--- config.mk ---
export PLATFORM = sky130hd
export DESIGN_NAME = sprite_region_ctrl
export DESIGN_NICKNAME = d
export VERILOG_FILES = /design/src/rtl/sprite_region_ctrl.sv
export SDC_FILE = /design/constraint.sdc
export NUM_CORES = 1
export LEC_CHECK = 0
export CAP_MARGIN = 20
export CORE_MARGIN = 2
export CORE_UTILIZATION = 57
export CTS_CLUSTER_DIAMETER = 30
export DETAILED_ROUTE_END_ITERATION = 16
export PLACE_DENSITY = 0.88
export SETUP_SLACK_MARGIN = 0.15
export SLEW_MARGIN = 20
export SYNTH_ARGS = -nofsm -noshare
export SYNTH_HDL_FRONTEND = slang
export SYNTH_SLANG_ARGS = --single-unit
--- constraint.sdc ---
create_clock -name Clk -period 8.45 [get_ports Clk]
set_input_delay 1.69 -clock Clk [delete_from_list [all_inputs] [get_ports Clk]]
set_output_delay 1.69 -clock Clk [all_outputs]
set_load 0.01 [all_outputs]
--- src/rtl/sprite_region_ctrl.sv ---
// rtl/sprite_region_ctrl.sv - per-sprite hit/fly/gone state machine with registered region test
//
// Purpose:
//   For each of NUM_SPRITES sprites, decides whether the current pixel lies
//   inside the sprite's bounding box and whether the sprite is drawn in its
//   normal or flying appearance. Life-cycle state only advances on frame_tick,
//   so a sprite never changes appearance in the middle of a frame.
//
// Ports:
//   Clk          in   system clock, rising edge
//   Reset        in   synchronous, active-high reset
//   frame_tick   in   one-cycle pulse at vblank start
//   DrawX/DrawY  in   current pixel coordinate (10 bits each)
//   center_x/y   in   packed sprite centres, sprite i at [10i+9:10i]
//   hit_in       in   per-sprite hit pulse
//   respawn_in   in   per-sprite respawn pulse
//   show_normal  out  pixel inside sprite i and sprite i ALIVE
//   show_fly     out  pixel inside sprite i and sprite i FLY
//   sprite_any   out  any sprite visible at this pixel
//   win_id       out  lowest-index visible sprite
//   rel_x/rel_y  out  winner-relative ROM offset
//   sprite_state out  2 bits per sprite: 00 ALIVE, 01 FLY, 10 GONE

module sprite_region_ctrl #(
    parameter int NUM_SPRITES = 2,
    parameter int HALF_W      = 42,
    parameter int HALF_H      = 46,
    parameter int FLY_FRAMES  = 60,
    parameter int OFF_W       = 7
) (
    input  logic                      Clk,
    input  logic                      Reset,
    input  logic                      frame_tick,
    input  logic [9:0]                DrawX,
    input  logic [9:0]                DrawY,
    input  logic [10*NUM_SPRITES-1:0] center_x,
    input  logic [10*NUM_SPRITES-1:0] center_y,
    input  logic [NUM_SPRITES-1:0]    hit_in,
    input  logic [NUM_SPRITES-1:0]    respawn_in,
    output logic [NUM_SPRITES-1:0]    show_normal,
    output logic [NUM_SPRITES-1:0]    show_fly,
    output logic                      sprite_any,
    output logic [2:0]                win_id,
    output logic [OFF_W-1:0]          rel_x,
    output logic [OFF_W-1:0]          rel_y,
    output logic [2*NUM_SPRITES-1:0]  sprite_state
);

    localparam logic [1:0] ST_ALIVE = 2'b00;
    localparam logic [1:0] ST_FLY   = 2'b01;
    localparam logic [1:0] ST_GONE  = 2'b10;

    localparam logic [7:0]         FLY_LOAD = 8'(FLY_FRAMES - 1);
    localparam logic signed [10:0] HW       = 11'(HALF_W);
    localparam logic signed [10:0] HH       = 11'(HALF_H);

    // Life-cycle state
    logic [1:0]             state_q    [NUM_SPRITES];
    logic [1:0]             state_d    [NUM_SPRITES];
    logic [7:0]             cnt_q      [NUM_SPRITES];
    logic [7:0]             cnt_d      [NUM_SPRITES];
    logic [NUM_SPRITES-1:0] pend_hit_q;
    logic [NUM_SPRITES-1:0] pend_hit_d;
    logic [NUM_SPRITES-1:0] pend_rsp_q;
    logic [NUM_SPRITES-1:0] pend_rsp_d;

    // Registered pixel path
    logic [NUM_SPRITES-1:0] show_normal_q;
    logic [NUM_SPRITES-1:0] show_normal_d;
    logic [NUM_SPRITES-1:0] show_fly_q;
    logic [NUM_SPRITES-1:0] show_fly_d;
    logic                   sprite_any_q;
    logic                   sprite_any_d;
    logic [2:0]             win_id_q;
    logic [2:0]             win_id_d;
    logic [OFF_W-1:0]       rel_x_q;
    logic [OFF_W-1:0]       rel_x_d;
    logic [OFF_W-1:0]       rel_y_q;
    logic [OFF_W-1:0]       rel_y_d;

    logic signed [10:0]     dx_c   [NUM_SPRITES];
    logic signed [10:0]     dy_c   [NUM_SPRITES];
    logic [NUM_SPRITES-1:0] inside_c;

    // State register
    always_ff @(posedge Clk) begin
        if (Reset) begin
            for (int i = 0; i < NUM_SPRITES; i++) begin
                state_q[i] <= ST_ALIVE;
                cnt_q[i]   <= 8'd0;
            end
            pend_hit_q    <= '0;
            pend_rsp_q    <= '0;
            show_normal_q <= '0;
            show_fly_q    <= '0;
            sprite_any_q  <= 1'b0;
            win_id_q      <= 3'd0;
            rel_x_q       <= '0;
            rel_y_q       <= '0;
        end else begin
            for (int i = 0; i < NUM_SPRITES; i++) begin
                state_q[i] <= state_d[i];
                cnt_q[i]   <= cnt_d[i];
            end
            pend_hit_q    <= pend_hit_d;
            pend_rsp_q    <= pend_rsp_d;
            show_normal_q <= show_normal_d;
            show_fly_q    <= show_fly_d;
            sprite_any_q  <= sprite_any_d;
            win_id_q      <= win_id_d;
            rel_x_q       <= rel_x_d;
            rel_y_q       <= rel_y_d;
        end
    end

    // Next-state logic. Pulses arriving in the frame_tick cycle are folded in
    // directly so they are consumed by that same tick; all pending flags are
    // dropped on every tick whether or not the current state used them.
    always_comb begin
        pend_hit_d = pend_hit_q | hit_in;
        pend_rsp_d = pend_rsp_q | respawn_in;
        for (int i = 0; i < NUM_SPRITES; i++) begin
            state_d[i] = state_q[i];
            cnt_d[i]   = cnt_q[i];
        end
        if (frame_tick) begin
            pend_hit_d = '0;
            pend_rsp_d = '0;
            for (int i = 0; i < NUM_SPRITES; i++) begin
                case (state_q[i])
                    ST_ALIVE: begin
                        if (pend_hit_q[i] | hit_in[i]) begin
                            state_d[i] = ST_FLY;
                            cnt_d[i]   = FLY_LOAD;
                        end
                    end
                    ST_FLY: begin
                        if (cnt_q[i] == 8'd0) begin
                            state_d[i] = ST_GONE;
                        end else begin
                            cnt_d[i] = cnt_q[i] - 8'd1;
                        end
                    end
                    ST_GONE: begin
                        if (pend_rsp_q[i] | respawn_in[i]) begin
                            state_d[i] = ST_ALIVE;
                            cnt_d[i]   = 8'd0;
                        end
                    end
                    default: begin
                        state_d[i] = ST_ALIVE;
                        cnt_d[i]   = 8'd0;
                    end
                endcase
            end
        end
    end

    // Output logic: region test against the registered state, winner select.
    // Coordinates are zero-extended to 11 bits before subtracting so a far
    // pixel cannot wrap back into range.
    always_comb begin
        show_normal_d = '0;
        show_fly_d    = '0;
        sprite_any_d  = 1'b0;
        win_id_d      = 3'd0;
        rel_x_d       = '0;
        rel_y_d       = '0;
        inside_c      = '0;
        for (int i = 0; i < NUM_SPRITES; i++) begin
            dx_c[i] = $signed({1'b0, DrawX}) - $signed({1'b0, center_x[10*i +: 10]});
            dy_c[i] = $signed({1'b0, DrawY}) - $signed({1'b0, center_y[10*i +: 10]});
            inside_c[i] = (dx_c[i] >= -HW) && (dx_c[i] <= HW) &&
                          (dy_c[i] >= -HH) && (dy_c[i] <= HH);
            show_normal_d[i] = inside_c[i] && (state_q[i] == ST_ALIVE);
            show_fly_d[i]    = inside_c[i] && (state_q[i] == ST_FLY);
        end
        sprite_any_d = |(show_normal_d | show_fly_d);
        // Walk from the top index down so the lowest visible index wins.
        for (int i = NUM_SPRITES - 1; i >= 0; i--) begin
            if (show_normal_d[i] || show_fly_d[i]) begin
                win_id_d = 3'(i);
                rel_x_d  = OFF_W'(dx_c[i] + HW);
                rel_y_d  = OFF_W'(dy_c[i] + HH);
            end
        end
    end

    always_comb begin
        sprite_state = '0;
        for (int i = 0; i < NUM_SPRITES; i++) begin
            sprite_state[2*i +: 2] = state_q[i];
        end
    end

    assign show_normal = show_normal_q;
    assign show_fly    = show_fly_q;
    assign sprite_any  = sprite_any_q;
    assign win_id      = win_id_q;
    assign rel_x       = rel_x_q;
    assign rel_y       = rel_y_q;

endmodule
==> metrics.csv <==
stage,metric,value,unit
sta,RSZ-0062 raised after global routing,false,
sta,Slew Limit Fails,0,
power,overall power,781.1,uW
worst_setup_path,worst path bufs/invs,3,
run_status,status,completed,
synthesis,Synth area leader,dfxtp_1,
clock_network,clk sink count,44,
clock_network,CTS tree,yes,
sta,Final min period,5321,ps
floorplanning,die span in x,92.61,um
detailed_routing,DRC Markers,0,
sta,Worst Tran Pin Value,889.7,ps
cells_and_area,NumNets Final,789,
worst_setup_path,CP peak stage delay,690,ps
synthesis,Cell variety after synth,62,
synthesis,Syn Inst Count,581,
worst_setup_path,CP Class,input port to flop,
sta,Max Clk Rate,0.1879,GHz
clock_network,PostCTS Resize Cnt,0,
floorplanning,Initial Util,0.5852,
detailed_routing,drt pass-1 iters,4,
cells_and_area,Ant. Diodes,0,
clock_network,Skew-Pair Late Insertion Delay,300,ps
cells_and_area,synthesis-to-finish area growth,24.21,%
floorplanning,Die Y,92.61,um
worst_setup_path,worst path cell trace,"clkdlybuf4s50_1, inv_1, ha_1, inv_1, fa_1, a211oi_1, nor2_1, o31ai_1, a21boi_1, nand2_1, a2111oi_1, mux2i_1, nor2_2, a31o_2",
hold_path,worst hold start,pend_hit_q[0]$_SDFF_PP0_,
floorplanning,core area,7647,um2
global_route,antenna violations before repair,0,
clock_network,Num CTS Buffers,5,
synthesis,"EDFF count, synth",0,
synthesis,Yosys reg bits,44,
worst_setup_path,Max Fanout on Critical Path,16,
hold_path,HP Class,flop to flop,
placed_design,Detailed Place HPWL,9.321,mm
floorplanning,# rows,32,
worst_setup_path,CP Data Required Time,8700,ps
detailed_routing,vias post-DR,4451,
flow_run,MaxCap Viol Count,0,
detailed_routing,DRT Wirelength,11.44,mm
synthesis,Synth area leaders,"dfxtp_1 20%, ha_1 15%, inv_1 5.9%",
synthesis,sequential share of the synthesized area,0.1968,
synthesis,Synth Area per Inst,7.703,um2
power,VDD IR-drop max,0.08382,mV
placed_design,Final GP Congestion,0.9035,
global_route,first-pass GRT wire length,18.94,mm
clock_network,Post-CTS Setup Inserts,0,
sta,setup_tns,0,ps
sta,Slew Limit Headroom,0.4050,
sta,part of the cycle the worst path needs,0.6298,
clock_network,CTS max path bufs,2,
worst_setup_path,flop-to-flop setup slack,5980,ps
clock_network,CTS root buf,clkbuf_8,
synthesis,Yosys top cell area share,0.1968,
worst_setup_path,most frequent CP cell,inv_1,
global_route,gr usage total,0.2683,
detailed_routing,post-detailed-route wirelength per cell,14.92,um
global_route,largest net degree at the start of global routing,24,
cells_and_area,share of layout cells above drive strength 1,0.04361,
clock_network,hold_buf cts,0,
floorplanning,die area,8577,um2
synthesis,Commonest cells post-synth,"70 x inv_1, 61 x nor2_1, 54 x ha_1",
cells_and_area,post-route cell area,5559,um2
worst_setup_path,crit end category,flop,
placed_design,I/O Buffers,90,
worst_setup_path,CP top delay family,compound AO/OA/AOI/OAI gates,
synthesis,post-synthesis async set-or-reset flop share,0,
placed_design,Area after DPL,5433,um2
worst_setup_path,slowest CP cell,nor2_2,
global_route,GRT overflow,0,
detailed_routing,DR vias/cell,5.803,
sta,final clock skew,6.205,ps
sta,Final Hold Viols,0,
floorplanning,Ports,93,
clock_network,H-tree depth,2,
detailed_routing,post-route ant nets,0,
synthesis,Syn. warnings,0,
synthesis,top-count cell post-synth,inv_1,
power,Lkg Pwr,0.002449,uW
synthesis,top_reg_cell synth,dfxtp_1,
worst_setup_path,reg2reg start,state_q[0][3]$_SDFFE_PP0P_,
worst_setup_path,data arrival time of the critical path,5570,ps
detailed_routing,Iter 0 DRT Violations,252,
sta,endpoints failing setup,0,
worst_setup_path,startpoint type of the worst setup path,input port,
clock_network,Clock Pin Slew Worst Setup and Hold Paths,80,ps
power,Pwr Density,140.5,nW/um2
synthesis,Post-Syn Area,4476,um2
worst_setup_path,CP Launch Point,DrawY[0],
global_route,vias in the first global route,4320,
placed cells by master, fill, tap and decap left out, drive strengths merged, types with 3 or more instances in the layout:
cell           instances
fa                     4
a21boi                 3
nor2b                  6
inv                   70
or3                    3
a31oi                  6
o211ai                 7
nand3                  8
dfxtp                 44
xnor2                 21
o31ai                 17
clkbuf                 7
a211oi                18
nor2                  62
or2                    4
nand2                 34
o2111ai                4
mux2i                  5
a211o                  5
nand4                 14
o21ai                 24
clkdlybuf4s50         90
nor4                   4
and3                   5
xor2                  25
o21a                   6
a21o                  10
nand2b                 5
or4                    5
ha                    54
a31o                   4
nor3                  17
a2111oi                4
a21oi                 39
cell type report:
type / count / area, um2
tap: 102 / 127.6
fill: 583 / 2088
multi-input combinational: 452 / 3253
inverter: 70 / 262.8
timing repair buffer: 91 / 908.4
clock buffer: 7 / 96.34
sequential: 44 / 880.8
clock inverter: 1 / 30.03
registers in the layout, indices dropped and copies added, names as in the netlist:
| name | flops |
|---|---|
| sprite_any | 1 |
| show_normal | 2 |
| show_fly | 2 |
| cnt_q | 16 |
| win_id | 1 |
| state_q | 4 |
| pend_hit_q | 2 |
| rel_x | 7 |
| pend_rsp_q | 2 |
| rel_y | 7 |
where the power goes:
group	internal, uW	leakage (uW)	total [uW]	switching, uW
Sequential	220	0.000359	238	17.7
Combinational	166	0.00203	368	203
Clock	104	0.0000645	175	70.6
Total	490	0.00245	781	291
final timing paths:
kind / to / cells after the start
worst max-delay path: rel_y[3]$_SDFF_PP0_ / 14
worst min-delay path: pend_hit_q[0]$_SDFF_PP0_ / 2
worst max register to register: rel_y[3]$_SDFF_PP0_ / 6
worst min register to register: pend_hit_q[0]$_SDFF_PP0_ / 2
per-layer routing:
metal / track usage / up-vias / part of all wire
met5: 0 / - / 0
met4: 0.07108 / 0 / 0.021
met2: 0.5128 / 132 / 0.51
met3: 0.04638 / 23 / 0.042
li1: - / 2248 / -
met1: 0.3053 / 2048 / 0.43
kinds of logic (layout without fill, tap and decap cells):
group,after synthesis,after routing,synth area share
flip-flops,44,44,0.1968
multiplexers,7,7,0.01621
other,1,2,0.0008379
adder cells (fa/ha/maj),58,58,0.1689
AND/OR/NAND/NOR,174,174,0.1898
XOR/XNOR,46,46,0.09002
buffers and inverters,86,169,0.07716
AO/OA/AOI/OAI,165,165,0.2603
tightest hold or removal path, stage by stage, from the launching register on:
cell     delay [ps]
dfxtp_1         320
nor2_1           80
nor3_1           40
stage by stage:
stage	worst slack [ps]	hold WS, ps	cells	utilization
2_1_floorplan	3833	453.0	582	-
6_report	3129	480.4	767	0.7269
4_1_cts	3139	485.3	767	0.7269
5_1_grt	2792	530.7	767	0.7269
3_5_place_dp	2820	470.1	759	0.7104
3_3_place_gp	3041	461.6	759	0.7104
No activity file was read; power rests on OpenSTA's default activity.
